`config.mk`:
```
export PLATFORM = sky130hd
export DESIGN_NAME = gpr_scan_reader_flat
export DESIGN_NICKNAME = d
export VERILOG_FILES = /design/src/rtl/gpr_scan_reader_pkg.sv /design/src/rtl/gpr_scan_reader_if.sv /design/src/rtl/gpr_scan_reader_rise_edge.sv /design/src/rtl/gpr_scan_reader.sv /design/src/flat_wrapper.sv
export SDC_FILE = /design/constraint.sdc
export NUM_CORES = 1
export LEC_CHECK = 0
export ABC_AREA = 0
export CELL_PAD_IN_SITES_DETAIL_PLACEMENT = 1
export CELL_PAD_IN_SITES_GLOBAL_PLACEMENT = 2
export CORE_MARGIN = 8
export CORE_UTILIZATION = 30
export CTS_CLUSTER_DIAMETER = 80
export DETAILED_ROUTE_END_ITERATION = 6
export HOLD_SLACK_MARGIN = 0.08
export PLACE_DENSITY_LB_ADDON = 0.08
export SKIP_CTS_REPAIR_TIMING = 1
export SYNTH_ARGS = -nofsm -noshare
export SYNTH_HDL_FRONTEND = slang
export SYNTH_SLANG_ARGS = --single-unit
```
`constraint.sdc`:
```
create_clock -name clk -period 3.6 [get_ports clk]
set_input_delay 0.9 -clock clk [delete_from_list [all_inputs] [get_ports clk]]
set_output_delay 0.9 -clock clk [all_outputs]
set_load 0.02 [all_outputs]
```
`src/rtl/gpr_scan_reader_pkg.sv`:
```
// Shared constants and scan-state encoding for the register-file read-out engine.
package gpr_pkg;

    localparam int unsigned REG_COUNT = 32;
    localparam int unsigned ADDR_W    = 5;
    localparam int unsigned DATA_W    = 32;

    typedef enum logic [2:0] {
        IDLE,
        CAPTURE,
        DWELL,
        WAIT_STEP,
        DONE
    } scan_state_t;

endpackage

```
`src/rtl/gpr_scan_reader_if.sv`:
```
// Register-file read port plus board display path driven by the scan reader.
interface gpr_scan_reader_if #(
    parameter int unsigned DATA_W = gpr_pkg::DATA_W,
    parameter int unsigned ADDR_W = gpr_pkg::ADDR_W
);

    logic [ADDR_W-1:0] rd_addr;
    logic [DATA_W-1:0] rd_data;
    logic [ADDR_W-1:0] disp_addr;
    logic [DATA_W-1:0] disp_data;
    logic              disp_valid;

    modport master (
        output rd_addr,
        input  rd_data,
        output disp_addr,
        output disp_data,
        output disp_valid
    );

    modport slave (
        input  rd_addr,
        output rd_data,
        input  disp_addr,
        input  disp_data,
        input  disp_valid
    );

endinterface

```
`src/rtl/gpr_scan_reader_rise_edge.sv`:
```
// Synchronous rising-edge detector; a level already high when reset releases
// is treated as history and does not produce a pulse.
module rise_edge (
    input  logic clk,
    input  logic rst,
    input  logic d,
    output logic pulse
);

    logic d_r;
    logic armed;

    always_ff @(posedge clk) begin
        if (rst) begin
            d_r   <= 1'b0;
            armed <= 1'b0;
        end else begin
            d_r   <= d;
            armed <= 1'b1;
        end
    end

    // armed masks the first post-reset cycle, when d_r still holds its reset 0
    assign pulse = d & ~d_r & armed;

endmodule

```
`src/rtl/gpr_scan_reader.sv`:
```
// Sequential read-out of the general-purpose register file to the display path.
// Optional XOR checksum of the scanned registers: define GPR_SCAN_CHECKSUM_EN.
module gpr_scan_reader
    import gpr_pkg::*;
#(
    parameter int unsigned DATA_W       = gpr_pkg::DATA_W,
    parameter int unsigned ADDR_W       = gpr_pkg::ADDR_W,
    parameter int unsigned DWELL_CYCLES = 50000000
) (
    input  logic                  clk,
    input  logic                  rst,
    input  logic                  start,
    input  logic                  stop,
    input  logic                  step,
    input  logic                  mode_auto,
    gpr_scan_reader_if.master     bus,
`ifdef GPR_SCAN_CHECKSUM_EN
    output logic [DATA_W-1:0]     csum,
    output logic                  csum_valid,
`endif
    output logic                  busy,
    output logic                  done
);

    localparam int unsigned       CNT_W     = $clog2(DWELL_CYCLES);
    localparam logic [CNT_W-1:0]  CNT_LAST  = CNT_W'(DWELL_CYCLES - 2);
    localparam logic [ADDR_W-1:0] LAST_ADDR = ADDR_W'((2 ** ADDR_W) - 1);

    scan_state_t      state;
    logic [CNT_W-1:0] cnt;
    logic             auto_mode;
    logic             start_p;
    logic             step_p;
    logic             advance;

    rise_edge u_start_edge (
        .clk   (clk),
        .rst   (rst),
        .d     (start),
        .pulse (start_p)
    );

    rise_edge u_step_edge (
        .clk   (clk),
        .rst   (rst),
        .d     (step),
        .pulse (step_p)
    );

    // Auto mode ends its dwell on the terminal count; manual mode on a step edge.
    always_comb begin
        advance = 1'b0;
        if (state == DWELL && cnt == CNT_LAST) begin
            advance = 1'b1;
        end else if (state == WAIT_STEP && step_p) begin
            advance = 1'b1;
        end
    end

    always_ff @(posedge clk) begin
        if (rst) begin
            state          <= IDLE;
            cnt            <= '0;
            auto_mode      <= 1'b0;
            bus.rd_addr    <= '0;
            bus.disp_addr  <= '0;
            bus.disp_data  <= '0;
            bus.disp_valid <= 1'b0;
            busy           <= 1'b0;
            done           <= 1'b0;
`ifdef GPR_SCAN_CHECKSUM_EN
            csum           <= '0;
            csum_valid     <= 1'b0;
`endif
        end else begin
            bus.disp_valid <= 1'b0;
            if (stop) begin
                state <= IDLE;
                cnt   <= '0;
                busy  <= 1'b0;
                done  <= 1'b0;
`ifdef GPR_SCAN_CHECKSUM_EN
                csum_valid <= 1'b0;
`endif
            end else begin
                case (state)
                    IDLE, DONE: begin
                        if (start_p) begin
                            state       <= CAPTURE;
                            auto_mode   <= mode_auto;
                            bus.rd_addr <= '0;
                            cnt         <= '0;
                            busy        <= 1'b1;
                            done        <= 1'b0;
`ifdef GPR_SCAN_CHECKSUM_EN
                            csum       <= '0;
                            csum_valid <= 1'b0;
`endif
                        end
                    end
                    CAPTURE: begin
                        bus.disp_addr  <= bus.rd_addr;
                        bus.disp_data  <= bus.rd_data;
                        bus.disp_valid <= 1'b1;
`ifdef GPR_SCAN_CHECKSUM_EN
                        csum <= csum ^ bus.rd_data;
`endif
                        state <= auto_mode ? DWELL : WAIT_STEP;
                    end
                    DWELL, WAIT_STEP: begin
                        if (state == DWELL) begin
                            cnt <= advance ? '0 : cnt + 1'b1;
                        end
                        if (advance) begin
                            if (bus.rd_addr == LAST_ADDR) begin
                                state <= DONE;
                                busy  <= 1'b0;
                                done  <= 1'b1;
`ifdef GPR_SCAN_CHECKSUM_EN
                                csum_valid <= 1'b1;
`endif
                            end else begin
                                bus.rd_addr <= bus.rd_addr + 1'b1;
                                state       <= CAPTURE;
                            end
                        end
                    end
                    default: begin
                        state <= IDLE;
                        busy  <= 1'b0;
                        done  <= 1'b0;
                    end
                endcase
            end
        end
    end

endmodule
```
`src/flat_wrapper.sv`:
```
// flat-port wrapper written by rule: the top's interface ports become plain ports
module gpr_scan_reader_flat import gpr_pkg::*;
#(
    parameter int unsigned DATA_W       = gpr_pkg::DATA_W,
    parameter int unsigned ADDR_W       = gpr_pkg::ADDR_W,
    parameter int unsigned DWELL_CYCLES = 50000000
)
  (clk, rst, start, stop, step, mode_auto, busy, done, bus_rd_addr, bus_rd_data, bus_disp_addr, bus_disp_data, bus_disp_valid);
  gpr_scan_reader_if #(.DATA_W(DATA_W), .ADDR_W(ADDR_W)) bus_i ();
  input  logic clk;
  input  logic rst;
  input  logic start;
  input  logic stop;
  input  logic step;
  input  logic mode_auto;
  output logic busy;
  output logic done;
  output wire logic [$bits(bus_i.rd_addr)-1:0] bus_rd_addr;
  input wire logic [$bits(bus_i.rd_data)-1:0] bus_rd_data;
  output wire logic [$bits(bus_i.disp_addr)-1:0] bus_disp_addr;
  output wire logic [$bits(bus_i.disp_data)-1:0] bus_disp_data;
  output wire logic [$bits(bus_i.disp_valid)-1:0] bus_disp_valid;
  assign bus_rd_addr = bus_i.rd_addr;
  assign bus_i.rd_data = bus_rd_data;
  assign bus_disp_addr = bus_i.disp_addr;
  assign bus_disp_data = bus_i.disp_data;
  assign bus_disp_valid = bus_i.disp_valid;
  gpr_scan_reader #(.DATA_W(DATA_W), .ADDR_W(ADDR_W), .DWELL_CYCLES(DWELL_CYCLES)) u_core (.clk(clk), .rst(rst), .start(start), .stop(stop), .step(step), .mode_auto(mode_auto), .bus(bus_i), .busy(busy), .done(done));
endmodule
```
==> tab_implementation.tex <==
\begin{tabular}{lr}
\hline
Metric & Value \\
\hline
\multicolumn{2}{l}{\textbf{Outcome}} \\
Run status & completed \\
\multicolumn{2}{l}{\textbf{Global route}} \\
Maximum number of pins on one net before global-route repair & 48 \\
Wire length of the first global-routing pass & 16.1 mm \\
Vias in the first global route & 3082 \\
Global route total overflow & 0 \\
Initial antenna violation count & 0 \\
Total routing resource utilization after global routing & 0.140 \\
\multicolumn{2}{l}{\textbf{Floorplan}} \\
Effective utilization at floorplan & 0.309 \\
Site Rows & 37 \\
Die Area & 14200 sq um \\
Horizontal extent of the die & 119 um \\
Vertical extent of the die & 119 um \\
Area of the core region & 10300 sq um \\
I/O Pins & 83 \\
\multicolumn{2}{l}{\textbf{Synth}} \\
Post-Synthesis Mean Instance Area & 8.33 sq um \\
Register area share after synthesis & 0.490 \\
Warnings, synthesis & 0 \\
Post-synth EDFFs & 0 \\
Area of the mapped netlist & 3190 sq um \\
Ranking of synthesized cells by area & dfxtp\_1 49\%, nand2\_1 9.9\%, a21oi\_1 6.9\%, nor2\_1 4.1\%, xnor2\_1 3.3\% \\
Flip-flop and latch count after synthesis & 78 \\
Number of different library cells in the post-synthesis netlist & 46 \\
Post-synth net total & 425 \\
Portion of synthesized cell area occupied by the leading cell type & 0.490 \\
Async SR Flop Fraction & 0 \\
Dominant cell type by area after synthesis & dfxtp\_1 \\
Post-synth top flop & dfxtp\_1 \\
Gate Count Post-Synth & 383 \\
\multicolumn{2}{l}{\textbf{Finish}} \\
Fraction of final layout cells sized beyond drive strength 1 & 0.0597 \\
Multi-input combinational cell area & 1530 sq um \\
Sequential Area & 1560 sq um \\
Area delta synth->final & 37.5\% \\
Fill cell instance count of the final layout & 1232 \\
Count of nets after finishing & 508 \\
Final antenna diode count & 0 \\
\multicolumn{2}{l}{\textbf{Routing}} \\
Average detailed-routed wire length per instance & 16.1 um \\
Routed vias/inst & 4.85 \\
Uppermost signal routing layer after detailed routing & met4 \\
Wire length on met3 & 691 um \\
First-pass detailed-route iteration total & 4 \\
Violation count after the first detailed-routing iteration & 117 \\
Post-route antenna net violation count & 0 \\
Routed metal-1 wirelength & 4.33 mm \\
Met2 Routed Length & 4.63 mm \\
Final Routed Wirelength & 9.74 mm \\
Via Count & 2933 \\
DRC violations left & 0 \\
\multicolumn{2}{l}{\textbf{Clock network}} \\
TritonCTS clock tree & done \\
Max Root-Sink Buffers & 2 \\
CTS Sinks & 78 \\
Register clock-pin slew on the reported worst setup and hold paths & 0.08 ns \\
Number of buffers created by CTS & 9 \\
CTS H-tree lvls & 3 \\
Clock latency reported for the late side of the worst-skew pair & 0.34 ns \\
Root buffer selected by CTS & clkbuf\_8 \\
\multicolumn{2}{l}{\textbf{STA}} \\
Slew Limit Headroom & 0.395 \\
Final setup viols & 0 \\
Final setup skew & 0.0124 ns \\
Period minus WS final & 2.59 ns \\
Endpoints failing hold & 0 \\
Final max-slew violation count & 0 \\
Highest achievable clock rate & 385 MHz \\
Post-Route Hold Slack & 0.455 ns \\
Post-route fraction of the period consumed by the critical path & 0.721 \\
Worst slew pin tran & 0.908 ns \\
RSZ-0062 raised after global routing & false \\
Setup Total Neg Slack & 0 ns \\
\multicolumn{2}{l}{\textbf{Placement}} \\
Gp weighted congestion & 0.737 \\
Count of input and output buffers & 82 \\
HPWL after detailed placement & 6.84 mm \\
\multicolumn{2}{l}{\textbf{Power}} \\
Pwr/cell area & 402 nW/um\^{}2 \\
Total power after layout & 1760 uW \\
Leakage Power & 0.00143 uW \\
VDD IR max & 210 uV \\
\multicolumn{2}{l}{\textbf{Worst hold path}} \\
Critical hold path startpoint & u\_core.bus.disp\_addr[3] \\
Worst hold-check path type & register to register \\
\multicolumn{2}{l}{\textbf{Run}} \\
Count of maximum capacitance violations & 0 \\
\multicolumn{2}{l}{\textbf{Setup path}} \\
Critical Path Start & stop \\
Data arrival, critical path & 2.80 ns \\
Worst Setup Path Type & primary input to register \\
Largest fanout on the critical path & 38 \\
Critical path required time & 3.80 ns \\
Startpoint type of the worst setup path & primary input \\
FF-to-FF Start & u\_core.cnt[16] \\
Kind of end point of the critical path & register \\
\hline
\end{tabular}
==> sequential cells by signal (all words and copies together) (netlist names), 3 cells and up <==
name,cells
u_core.bus.disp_addr,5
u_core.bus.disp_data,32
u_core.bus.rd_addr,5
u_core.cnt,26
u_core.state,3
==> layout make-up <==
class | instances | area share
inverter | 7 | 0.00599
multi-input combinational | 281 | 0.350
clock inverter | 5 | 0.0228
clock buffer | 9 | 0.0283
timing repair buffer | 89 | 0.198
tap | 136 | 0.0388
sequential | 78 | 0.356
==> report_power, final <==
part / switching [uW] / internal [uW]
Combinational: 53.8 / 58.8
Clock: 320 / 451
Sequential: 6.21 / 871
==> per-layer routing <==
metal	track usage	vias up
li1	-	1470
met4	0.0379	0
met2	0.222	59
met3	0.0619	4
met1	0.168	1400
met5	0	-
==> worst max-delay path, stage by stage <==
cell and delay [ns]:
clkdlybuf4s50_1 0.51, or4b_2 1.07, nand2_1 0.20, a21oi_1 0.09
==> path summary, 6_finish.rpt <==
check / endpoint / slack [ns] / cells past startpoint
setup / recovery: u_core.bus.disp_data[21] / 1.01 / 4
hold / removal: u_core.bus.disp_addr[3] / 0.45 / 2
setup reg to reg: u_core.bus.rd_addr[0] / 1.06 / 5
hold reg to reg: u_core.bus.disp_addr[3] / 0.45 / 2
==> cell usage after synthesis (2+ instances only) <==
master / number
or4_1: 2
nor3_1: 6
and3_1: 3
nand4_1: 12
o21ai_0: 9
nand3b_1: 3
xnor2_1: 12
inv_1: 7
nor2_1: 35
clkbuf_1: 13
nand4bb_1: 2
a211oi_1: 3
and2_1: 2
buf_2: 2
a31oi_1: 2
ha_1: 4
a21boi_0: 3
xor2_1: 12
and4_1: 3
nor4_1: 4
a211o_1: 2
dfxtp_1: 78
nand2_1: 84
a21oi_1: 44
nor2b_1: 3
nand3_1: 13
==> cells by family after synthesis <==
family / count (synthesis) / share of synthesized area
flip-flops: 78 / 0.490
buffers and inverters: 24 / 0.0314
XOR/XNOR: 24 / 0.0659
adder cells (fa/ha/maj): 4 / 0.0157
AND/OR/NAND/NOR: 181 / 0.268
multiplexers: 1 / 0.00314
AO/OA/AOI/OAI: 71 / 0.126
==> placed cells by master (no fill, tap or decap), drive strengths merged, types with 3 or more instances in the layout <==
cell	netlist	final
buf	4	8
nor3	6	6
clkbuf	13	9
xnor2	12	12
a21oi	44	44
and4	3	3
o21ai	11	11
a211oi	3	3
nand3	13	13
ha	4	4
nand3b	3	3
inv	7	7
nor4	4	4
bufinv	0	3
nor2	35	35
a21boi	3	3
nor2b	3	3
dfxtp	78	78
xor2	12	12
nand4	12	12
nand2	84	84
and3	3	3
clkdlybuf4s50	0	81
==> stage by stage <==
stage,cells,utilization,setup slack [ns],instance area (sq um)
2_1_floorplan,383,-,1.26,3190
3_3_place_gp,591,0.403,0.703,4160
3_5_place_dp,591,0.403,0.639,4160
4_1_cts,605,0.425,1.01,4380
5_1_grt,605,0.425,0.962,4380
6_report,605,0.425,1.01,4380
Note: power is estimated with default switching activity, not from simulation.
